==> config.mk <==
export PLATFORM = sky130hd
export DESIGN_NAME = ula_unit
export DESIGN_NICKNAME = d
export VERILOG_FILES = /design/src/rtl/ula_unit.sv
export SDC_FILE = /design/constraint.sdc
export NUM_CORES = 1
export LEC_CHECK = 0
export ABC_AREA = 1
export BUFFER_PORTS_ARGS = -buffer_cell sky130_fd_sc_hd__buf_2
export CAP_MARGIN = 20
export CELL_PAD_IN_SITES_DETAIL_PLACEMENT = 1
export CELL_PAD_IN_SITES_GLOBAL_PLACEMENT = 1
export CORE_AREA = 3 3 140 243
export DETAILED_ROUTE_END_ITERATION = 6
export DIE_AREA = 0 0 143 246
export PLACE_DENSITY = 0.84
export SLEW_MARGIN = 10
export SYNTH_ARGS = -nofsm -noshare
export SYNTH_HDL_FRONTEND = slang
export SYNTH_SLANG_ARGS = --single-unit
export TNS_END_PERCENT = 100
==> constraint.sdc <==
create_clock -name clk -period 2.4 [get_ports clk]
set_input_delay 0.24 -clock clk [delete_from_list [all_inputs] [get_ports clk]]
set_output_delay 0.24 -clock clk [all_outputs]
set_load 0.03 [all_outputs]
==> src/rtl/ula_unit.sv <==
// ---------------------------------------------------------------------------
// ula_unit -- 32-bit integer ALU for the RISC-V datapath.
//
// One operation per cycle, selected by UlaOp. The combinational result and
// flags are captured in output registers on each rising clock edge, giving a
// fixed one-cycle latency with no handshake.
//
// Ports:
//   clk       system clock, all state updates on the rising edge
//   rst       synchronous, active-high reset (S=0, Zero=1, Carry=0, Overflow=0)
//   A, B      operands
//   UlaOp     operation select (see op constants below; others are reserved)
//   S         registered result
//   Zero      registered, 1 when the captured result is 0
//   Carry     registered, carry-out for ADD, no-borrow for SUB, else 0
//   Overflow  registered, signed overflow for ADD/SUB, else 0
// ---------------------------------------------------------------------------
module ula_unit #(
  parameter int WIDTH = 32
) (
  input  logic             clk,
  input  logic             rst,
  input  logic [WIDTH-1:0] A,
  input  logic [WIDTH-1:0] B,
  input  logic [3:0]       UlaOp,
  output logic [WIDTH-1:0] S,
  output logic             Zero,
  output logic             Carry,
  output logic             Overflow
);

  localparam int SHW = $clog2(WIDTH);

  localparam logic [3:0] OP_AND  = 4'b0000;
  localparam logic [3:0] OP_OR   = 4'b0001;
  localparam logic [3:0] OP_ADD  = 4'b0010;
  localparam logic [3:0] OP_XOR  = 4'b0011;
  localparam logic [3:0] OP_SLL  = 4'b0100;
  localparam logic [3:0] OP_SRL  = 4'b0101;
  localparam logic [3:0] OP_SUB  = 4'b0110;
  localparam logic [3:0] OP_SLT  = 4'b0111;
  localparam logic [3:0] OP_SLTU = 4'b1000;
  localparam logic [3:0] OP_SRA  = 4'b1001;
  localparam logic [3:0] OP_NOR  = 4'b1100;

  logic [WIDTH:0]   add_full;
  logic [WIDTH:0]   sub_full;
  logic [SHW-1:0]   shamt;
  logic [WIDTH-1:0] s_next;
  logic             zero_next;
  logic             carry_next;
  logic             overflow_next;

  // Shared adders: bit WIDTH of each is the carry-out. Subtraction is done as
  // A + ~B + 1, so its carry-out is 1 exactly when no borrow occurs (A >= B).
  assign add_full = {1'b0, A} + {1'b0, B};
  assign sub_full = {1'b0, A} + {1'b0, ~B} + {{WIDTH{1'b0}}, 1'b1};

  // Only the low bits of B select the shift distance; upper bits are ignored.
  assign shamt = B[SHW-1:0];

  always_comb begin
    s_next        = '0;
    carry_next    = 1'b0;
    overflow_next = 1'b0;
    case (UlaOp)
      OP_AND: s_next = A & B;
      OP_OR:  s_next = A | B;
      OP_XOR: s_next = A ^ B;
      OP_NOR: s_next = ~(A | B);
      OP_ADD: begin
        s_next        = add_full[WIDTH-1:0];
        carry_next    = add_full[WIDTH];
        // Like-signed operands producing a result of the other sign.
        overflow_next = (A[WIDTH-1] == B[WIDTH-1]) &&
                        (add_full[WIDTH-1] != A[WIDTH-1]);
      end
      OP_SUB: begin
        s_next        = sub_full[WIDTH-1:0];
        carry_next    = sub_full[WIDTH];
        // Unlike-signed operands where the result sign departs from A.
        overflow_next = (A[WIDTH-1] != B[WIDTH-1]) &&
                        (sub_full[WIDTH-1] != A[WIDTH-1]);
      end
      OP_SLL: s_next = A << shamt;
      OP_SRL: s_next = A >> shamt;
      OP_SRA: s_next = $unsigned($signed(A) >>> shamt);
      // Direct signed compare rather than the sign of A-B, so the answer
      // stays right when the subtraction overflows.
      OP_SLT:  s_next = {{(WIDTH-1){1'b0}}, ($signed(A) < $signed(B))};
      OP_SLTU: s_next = {{(WIDTH-1){1'b0}}, (A < B)};
      default: begin
        // Reserved encodings leave everything at zero.
        s_next        = '0;
        carry_next    = 1'b0;
        overflow_next = 1'b0;
      end
    endcase
  end

  assign zero_next = (s_next == '0);

  // Reset assigns constants only, so undefined operands during reset can
  // never reach the registers.
  always_ff @(posedge clk) begin
    if (rst) begin
      S        <= '0;
      Zero     <= 1'b1;
      Carry    <= 1'b0;
      Overflow <= 1'b0;
    end else begin
      S        <= s_next;
      Zero     <= zero_next;
      Carry    <= carry_next;
      Overflow <= overflow_next;
    end
  end

endmodule

After elaboration in Yosys (flattened, before gate mapping)
Index checks and enable logic that the tools add are counted. W data, S select, Z words.

Flip-flop bits (word level): 35. Output and inout port bits: 35.

Add/sub/neg operators: 3. $lt $le $gt $ge: 2. Equal/unequal tests: 14. Shift operators: 3. Mux-type cells: 3. Bitwise operators: 5. Reduce and logical (&&, ||, !) cells: 4.

Operators with widths (count): $pmux W32 S11 (1); $add A32 B32 Y33 (2); $lt A32 B32 Y1 (2); $not A32 Y32 (2); $add A33 B1 Y33 const B (1); $and A32 B32 Y32 (1); $logic_not A32 Y1 (1); $or A32 B32 Y32 (1); $shl A32 B5 Y32 (1); $shr A32 B5 Y32 (1); $sshr A32 B5 Y32 (1); $xor A32 B32 Y32 (1); $eq A4 B3 Y1 const B (4); $eq A4 B4 Y1 const B (3); $eq A4 B2 Y1 const B (2); $eq A4 B1 Y1 const B (1); $logic_not A4 Y1 (1); $pmux W1 S2 (2); $ne A1 B1 Y1 (3); $logic_and A1 B1 Y1 (2); $eq A1 B1 Y1 (1).

Depth between registers and ports, before layout
Gate-level depths: netlist (run 1).

Depth in word-level cells: 6. Depth in mapped cells: 24. Gate-level depth less buffers: 21.

Least setup slack after synthesis (run 1)
OpenSTA, ideal clock, no wires.

Path type: input to register. Start: in B[3]. End: reg Zero. Arrival time: 2.450 ns. Data required time: 2.339 ns. Path slack: -0.111 ns. Stages on the path: 22. Path through: inv_1 > buf_2 > buf_1 > ha_1 > buf_4 > nor2_1 > nand2_1 > inv_1 > nand3_1 > nand2_1 > nand2_1 > nand2_1 > nand2_1 > nand3_1 > nand2_1 > nor2_1 > nand2_1 > nor2_1 > nand2_1 > nor2_1 > nand3_1 > nand2_1.

Word-level cells in the longest chain between the ends: 5. Elaborated cells between the ends (all ways): 15.

Ends and longest elaborated chain: start: declaration (RTL line 24) `input logic [WIDTH-1:0] B,`; $not A32 Y32 (RTL line 57) `assign sub_full = {1'b0, A} + {1'b0, ~B} + {{WIDTH{1'b0}}, 1'b1};`; $add A32 B32 Y33 (RTL line 57); $add A33 B1 Y33 (RTL line 57); $pmux W32 S11 (*) (RTL line 66) `case (UlaOp)`; $logic_not A32 Y1 (*) (RTL line 101) `assign zero_next = (s_next == '0);`; end signal: assignment (RTL line 113) `Zero <= zero_next;`; end: declaration (RTL line 27) `output logic Zero,`.

Mark *: on every way between the ends. The rest lies on a longest branch, timed or not. A chain may end at the register's enable or synchronous reset.

Worst setup path in the final report (run 1)
Start: in B[17]. End: reg Zero.

The elaborated chain is that of the path after synthesis.

==> impl_results.md, run 1 <==
* Status: complete, but fails checks
* Failing checks: setup timing
* Cell variety after synth at 48
* Worst-Margin Slew at 765 ps
* Kind of critical path: input port to flop
* Hold Buf Count CTS at 0
* Layout Cells excl Fill at 3447
* Port Buffers at 104
* Fillers at 4627
* Flops & latches, synth at 35
* WL final at 102000 um
* Initial DRC count at 3010
* Worst slew margin at 48.8%
* Vias in the first global route at 21300
* Die height at 246 um
* Ys Warns at 0
* Setup violators final at 27
* Clock share of power at 11.9%
* Logic gate share of total power at 78.3%
* Fin crit period at 3040 ps
* Sw frac at 53.9%
* Final hold viol count at 0
* Setup crit start kind: input port
* Top cells by area, synth: nand2_1 24%, nand3_1 20%, inv_1 11%
* Final ANT Viol Nets at 0
* Post-synth EDFFs at 0
* Part of the power in registers at 9.8%
* FP Rows at 87
* Period utilization at 127%
* Largest net degree at the start of global routing at 76
* Mapped Cells at 2409
* Die width at 143 um
* Via density at 6.41
* DP Cell Count at 3376
* Synth-to-Final Area Change at 59.3%
* DRC at 0
* Leak at 10.8 nW
* Post-synthesis cell area at 12200 um2
* Tot GR Track Use at 47.5%
* Reg clk slew, reported paths at 60 ps
* Gp weighted congestion at 1.10
* Critical path, cell by cell: buf_2 > inv_2 > buf_4 > ha_1 > inv_1 > buf_4 > nand2_2 > nand2_2 > nand2_2 > nand2_2 > nand2_2 > a21oi_2 > buf_4 > nand3_1 > nand2_1 > nand2_2 > nand3_1 > nor2_2 > nand2_2 > nor2_4 > nand3_2 > nand2_1
* Psw at 3.56 mW
* Vias at 22100
* CTS max path bufs at 2
* Initial Util at 37.6%
* Layout cell share with drive strength beyond 1 at 38.6%
* Max Clock Freq at 329 MHz
* Peak VDD IR at 0.000317 V
* Pwr dens at 341 nW/um2
* Final worst setup slack at -639 ps
* Worst Path Arrival at 3260 ps
* Top cells by count, synth: 783 x nand2_1, 494 x nand3_1, 348 x inv_1
* Final nets at 3209
* Die ar. at 35200 um2
* Max capacitance violation total at 0
* Slowest stage delay, CP at 440 ps
* Initial antenna violation count at 9
* Yosys top cell by area: nand2_1
* Crit path from: B[17]
* WL/cell at 29.5 um
* Critical Path End Type: flop
* Syn Area/Cell at 5.05 um2
* RSZ-0062 raised after global routing: true
* CTS tree: done
* TritonRoute pass-1 iters at 6
* Dpl ws at -962 ps
* Top cell type's share of synthesized area at 24.2%
* CP max stage cell: ha_1
* Sequential element share of the synthesized area at 5.76%
* # clock sinks at 35
* Dominant cell by count in the synthesized netlist: nand2_1
* Hold WC Path Type: input port to flop
* Detailed placer's ending HPWL at 68000 um
* Most common cell on crit path: nand2_2
* Ys async rst share at 0%
* H-tree levels at 2
* Internal power at 3.04 mW
* CORE AREA at 32300 um2
* Crit path required time at 2620 ps
* Clock Tree Root: clkbuf_16
* Global-route wire length before repair at 126000 um
* Crit path to: Zero$_SDFF_PP1_
* Worst Path Max Fanout at 2
* Mapped Nets at 2578
* Total gr overflow at 0
* I/O Pins at 105
* Slew Viols, Final at 0
* CTS Buf Count at 5
* Synth Flop Type: dfxtp_1
how the worst min path moves through the flow:
stage / slack [ps] / depth (start not counted) / start / to
floorplan: 560 / 2 / rst / Carry$_SDFF_PP0_
global placement: 660 / 3 / rst / Zero$_SDFF_PP1_
detailed placement: 670 / 3 / rst / Zero$_SDFF_PP1_
CTS: 400 / 3 / rst / Zero$_SDFF_PP1_
global route: 490 / 3 / rst / S[16]$_SDFF_PP0_
finish: 470 / 3 / rst / Zero$_SDFF_PP1_
per-layer routing:
metal  wire length (um)  global-route usage, %  up-vias  share of wire (%)
met5                 14                      0        -              0.014
met4              15100                   44.8        2                 15
met3              11500                   11.0     1012                 11
met2              44100                   79.7     1878                 43
met1              31100                   47.2    10300                 31
li1                   -                      -     8914                  -
registers in the layout, indices dropped and copies added, names as in the netlist:
register  count
Carry         1
Overflow      1
S            32
Zero          1
critical path: cells and delay by family:
kind / cells / cell delay (ps)
AO/OA/AOI/OAI: 1 / 60
adder cells (fa/ha/maj): 1 / 440
buffers and inverters: 6 / 1000
AND/OR/NAND/NOR: 14 / 1480
area by class of cell:
class,count,area [um2],area share [%]
diodes,6,15.0,0.0775
clock buffers,5,125,0.646
clock inverters,3,43.8,0.226
inverters,370,1430,7.38
multi-input cells,1899,11000,56.8
flip-flops and latches,35,701,3.62
well taps,400,500,2.58
repair buffers,729,5560,28.7
per-stage QoR:
step,setup TNS [ps],util (%),cell area [um2],hold WS (ps),power (mW)
2_1_floorplan,0,-,12200,555,2.51
4_1_cts,-32.2,55.9,18100,400,5.62
3_5_place_dp,-12720,52.7,17000,669,4.57
3_3_place_gp,-9810,52.7,17000,658,4.43
5_1_grt,-8770,59.9,19400,487,6.80
6_report,-5380,59.9,19400,465,6.60
power by group through the flow:
stage / Combinational (mW) / Clock (mW) / Sequential [mW]
after floorplan: 1.77 / 0 / 0.739
after global placement: 3.78 / 0 / 0.649
after global routing: 5.34 / 0.809 / 0.648
final: 5.16 / 0.787 / 0.647
after CTS: 4.21 / 0.769 / 0.641
after detailed placement: 3.92 / 0 / 0.652
what timing repair did:
action                                  in CTS  in global routing
buffers inserted                            18                 39
pin swaps                                   50                100
gates resized for setup                    190                304
endpoints found under the setup margin      24                 22
placed cells by master (no fill, tap or decap), types with 38 or more instances in the layout:
cell,synthesis,final
nand2_2,31,117
nand3_1,494,459
inv_2,16,60
a21oi_1,56,41
nand2_4,11,38
buf_4,14,593
nand3_2,19,45
nor2_2,11,41
inv_1,348,295
buf_2,51,95
nand2_1,783,670
nor2_4,3,45
nand4_1,39,39
ha_1,97,63
nor2_1,222,150
cell families (layout without fill, tap and decap cells):
family / after synthesis / in the layout / synth area share (%)
simple gates: 1657 / 1657 / 60.5
buf+inv: 475 / 1107 / 16.6
compound gates: 139 / 139 / 6.46
fa+ha+maj: 99 / 99 / 10.3
flops: 35 / 35 / 5.76
xor+xnor: 3 / 3 / 0.216
mux: 1 / 1 / 0.0823
other cells: 0 / 6 / 0
No activity file was read; power rests on OpenSTA's default activity.
==> run 2, diff against run 1 <==
Settings changed: ABC_AREA 1 to 0, CORE_AREA 3 3 140 243 to 3 3 129 224, DIE_AREA 0 0 143 246 to 0 0 132 227, PLACE_DENSITY 0.84 to 0.81.
==> impl_results.md, run 2 <==
* Gp weighted congestion at 1.38 (+25%)
* Top cells by area, synth: ha_1 11%, dfxtp_1 6.5%, nor2_1 6.2%
* Post-synth EDFFs at 0 (unchanged)
* Global-route wire length before repair at 201000 um
* Port Buffers at 104 (unchanged)
* Clock Tree Root: clkbuf_16
* Flops & latches, synth at 35 (unchanged)
* CTS max path bufs at 2 (unchanged)
* Mapped Nets at 1738 (-33%)
* Top cells by count, synth: 178 x nor2_1, 143 x nand2_1, 123 x a21oi_1
* H-tree levels at 2 (unchanged)
* Status: did not finish
* Hold Buf Count CTS at 0 (unchanged)
* Synth Flop Type: dfxtp_1
* Mapped Cells at 1569 (-35%)
* Syn Area/Cell at 6.86 um2 (+36%)
* Initial Util at 39.4% (+1.8 points)
* Total gr overflow at 765
* Tot GR Track Use at 85.2%
* Dominant cell by count in the synthesized netlist: nor2_1
* Top cell type's share of synthesized area at 11.3% (-13 points)
* # clock sinks at 35 (unchanged)
* Vias in the first global route at 25900
* FP Rows at 80 (-8.0%)
* Post-synthesis cell area at 10800 um2 (-11%)
* Error: [ERROR GRT-0116] Global routing finished with congestion. Check the congestion regions in the DRC Viewer.
* Cell variety after synth at 81 (+69%)
* Die height at 227 um (-7.7%)
* Largest net degree at the start of global routing at 36
* Sequential element share of the synthesized area at 6.51% (+0.75 points)
* I/O Pins at 105 (unchanged)
* Ys Warns at 0 (unchanged)
* Yosys top cell by area: ha_1
* Fail Step: global routing (5_1_grt)
* CTS Buf Count at 5 (unchanged)
* Ys async rst share at 0% (unchanged)
* Detailed placer's ending HPWL at 66200 um (-2.6%)
* Die width at 132 um (-7.7%)
## run 2: cell types whose count changed after synthesis, sizes merged, moves of 36 or more
cell and change:
nor2 -58, mux2 +36, inv -275, a22oi +38
buf -57, a21oi +62, mux2i +57, clkbuf +79
nand3 -480, nand2 -682
## run 2: cells by family after synthesis
family,share of synthesized area [%]
buf+inv,8.22
mux,13.3
flops,6.51
compound gates,35.9
xor+xnor,1.46
fa+ha+maj,11.6
simple gates,22.9
## run 2: timing repair
action / CTS
resized for setup: 195
buffers inserted: 37
pin swaps: 48
setup endpoints to repair: 35
## run 2: layer usage
metal / GRT overflow / GRT usage [%]
met4: 254 / 94.1
met1: 16 / 80.5
met2: 469 / 103
met3: 22 / 71.9
met5: 4 / 25.4
## run 2: stage by stage
step	setup WS (ps)	util (%)	cells	hold WS, ps	instance area [um2]
2_1_floorplan	-960	-	1569	525	11200
3_3_place_gp	-1250	60.2	2565	674	16400
3_5_place_dp	-1570	60.2	2565	675	16400
4_1_cts	-1440	65.0	2606	530	17800
==> run 3, diff against run 2 <==
Settings changed: CELL_PAD_IN_SITES_DETAIL_PLACEMENT 1 to default, CELL_PAD_IN_SITES_GLOBAL_PLACEMENT 1 to default, CORE_AREA 3 3 129 224 to 3 3 212 214, DIE_AREA 0 0 132 227 to 0 0 215 217, PLACE_DENSITY 0.81 to default, PLACE_DENSITY_LB_ADDON from default to 0.15.
Clock period 2.4 ns to 3.1 ns, I/O delays scaled along.
==> impl_results.md, run 3 <==
* Yosys top cell by area: ha_1
* Gp weighted congestion at 0.973 (-29%)
* Design Power at 4.54 mW
* Dpl ws at -1060 ps (+510 ps)
* Internal power at 2.44 mW
* Worst Path Max Fanout at 37
* Ys Warns at 0 (unchanged)
* Final hold viol count at 0
* Die ar. at 46700 um2
* Worst slew margin at 38.1%
* Dominant cell by count in the synthesized netlist: nor2_1
* Most common cell on crit path: buf_4
* Max capacitance violation total at 0
* Worst-Margin Slew at 920 ps
* Port Buffers at 104 (unchanged)
* CTS Buf Count at 5 (unchanged)
* Mapped Nets at 1738 (unchanged)
* Fin crit period at 3390 ps
* DRC at 0
* H-tree levels at 2 (unchanged)
* Status: complete, but fails checks
* Layout Cells excl Fill at 2818
* Slew Viols, Final at 0
* Detailed placer's ending HPWL at 62000 um (-6.4%)
* CP max stage cell: a221oi_2
* Critical Path End Type: flop
* FP Rows at 76 (-5.0%)
* Cell variety after synth at 81 (unchanged)
* CORE AREA at 43100 um2
* Die width at 215 um (+63%)
* Max reg flops at 32
* I/O Pins at 105 (unchanged)
* Leak at 8.18 nW
* Crit path to: Zero$_SDFF_PP1_
* Tot GR Track Use at 30.0%
* Critical path, cell by cell: buf_2 > buf_6 > inv_2 > ha_1 > nand2_1 > o21ai_0 > a221oi_2 > nor2_1 > a311oi_1 > buf_4 > o211ai_1 > a211oi_1 > buf_4 > nand4_1 > nor4_2 > buf_4 > nand4_1 > o21bai_1
* Reg clk slew, reported paths at 70 ps
* Synth-to-Final Area Change at 64.3%
* Logic gate share of total power at 75.4%
* Largest net degree at the start of global routing at 38
* Setup violators final at 1
* Vias in the first global route at 15200
* Final ANT Viol Nets at 0
* Vias at 15300
* Failing checks: setup timing
* Initial Util at 25.0% (-14 points)
* Flops & latches, synth at 35 (unchanged)
* Post-synthesis cell area at 10800 um2 (unchanged)
* Pwr dens at 257 nW/um2
* Top cells by count, synth: 178 x nor2_1, 143 x nand2_1, 123 x a21oi_1
* Ys async rst share at 0% (unchanged)
* ANT cells at 0
* Most frequent cells in the layout: 655 x buf_4, 174 x nor2_1, 141 x nand2_1
* Via density at 5.44
* Top cells by area, synth: ha_1 11%, dfxtp_1 6.5%, nor2_1 6.2%
* Worst Path Arrival at 3620 ps
* Post-synth EDFFs at 0 (unchanged)
* Hold Buf Count CTS at 0 (unchanged)
* Initial antenna violation count at 2
* Crit path from: B[0]
* Part of the power in registers at 11.0%
* Sw frac at 46.2%
* CTS max path bufs at 2 (unchanged)
* Commonest non-fill, non-tap cell in the layout: buf_4
* Global-route wire length before repair at 105000 um
* Total gr overflow at 0
* TritonRoute pass-1 iters at 5
* RSZ-0062 raised after global routing: true
* Peak VDD IR at 0.000184 V
* Syn Area/Cell at 6.86 um2 (unchanged)
* CTS tree: done
* Max Clock Freq at 295 MHz
* Largest register by flop count: S
* WL/cell at 25.7 um
* Top cell type's share of synthesized area at 11.3% (unchanged)
* Period utilization at 109%
* Clock Tree Root: clkbuf_16
* Initial DRC count at 1455
* # clock sinks at 35 (unchanged)
* Clock share of power at 13.6%
* Kind of critical path: input port to flop
* Final nets at 2401
* Synth Flop Type: dfxtp_1
* Sequential element share of the synthesized area at 6.51% (unchanged)
* Slowest stage delay, CP at 440 ps
* Hold WC Path Type: input port to flop
* Mapped Cells at 1569 (unchanged)
* Final worst setup slack at -292 ps
* WL final at 72600 um
* Die height at 217 um (-4.4%)
* Layout cell share with drive strength beyond 1 at 42.7%
* Psw at 2.10 mW
* DP Cell Count at 2802 (+9.2%)
* Setup crit start kind: input port
* Crit path required time at 3330 ps
-- run 3: cell counts after synthesis --
No cell type changed its count.
-- run 3: layer usage --
layer / routed length, um / vias to the layer above / part of all wire, % / track usage [%]
li1: - / 7232 / - / -
met1: 32500 / 7355 / 45 / 41.0
met2: 32900 / 635 / 45 / 49.3
met3: 3800 / 118 / 5.2 / 2.72
met4: 3350 / 2 / 4.6 / 11.1
met5: 12 / - / 0.017 / 0
-- run 3: timing repair --
action	in CTS	in global routing
setup endpoints to repair	13	15
gates resized for setup	40	69
gates cloned	1	0
setup buffers	3	4
pin swaps	12	23
-- run 3: how the worst min path moves through the flow --
stage                     startpoint                to  slack (ps)  cells past startpoint
global route                     rst  S[24]$_SDFF_PP0_         570                      2
floorplan                        rst  S[23]$_SDFF_PP0_         590                      2
CTS                              rst  Carry$_SDFF_PP0_         530                      2
detailed placement  S[27]$_SDFF_PP0_             S[27]         750                      1
finish                           rst  S[29]$_SDFF_PP0_         520                      2
global placement    S[27]$_SDFF_PP0_             S[27]         750                      1
-- run 3: critical path, delay by kind of cell --
kind	cells	cell delay, ps
buf+inv	6	1040
simple gates	5	700
compound gates	6	1330
fa+ha+maj	1	210
-- run 3: cell type report --
cell class	count	area, um2
well taps	585	732
multi-input cells	1310	9750
flip-flops and latches	35	701
clock buffers	6	139
clock inverters	2	35.0
fillers	4631	25400
inverters	97	400
repair buffers	783	5920
-- run 3: logic make-up after synthesis --
family | count (synthesis) | share of synthesized area [%]
simple gates | 530 | 22.9
flops | 35 | 6.51
compound gates | 549 | 35.9
mux | 114 | 13.3
buf+inv | 224 | 8.22
xor+xnor | 18 | 1.46
fa+ha+maj | 99 | 11.6
-- run 3: power groups by stage --
stage / clock (mW) / combinational [mW] / sequential (mW)
after global placement: 0 / 3.22 / 0.510
after CTS: 0.630 / 3.28 / 0.502
after detailed placement: 0 / 3.20 / 0.512
after global routing: 0.657 / 3.62 / 0.505
after floorplan: 0 / 1.36 / 0.598
final: 0.617 / 3.42 / 0.501
-- run 3: stage by stage --
| stage | hold slack, ps | instance area [um2] | utilization (%) | TNS [ps] |
|---|---|---|---|---|
| floorplan | 595 | 11000 | - | -407 |
| global placement | 746 | 16900 | 39.2 | -9470 |
| global route | 568 | 17700 | 41.1 | -452 |
| CTS | 529 | 17300 | 40.2 | -212 |
| detailed placement | 745 | 16900 | 39.2 | -10240 |
| finish | 522 | 17700 | 41.1 | -292 |
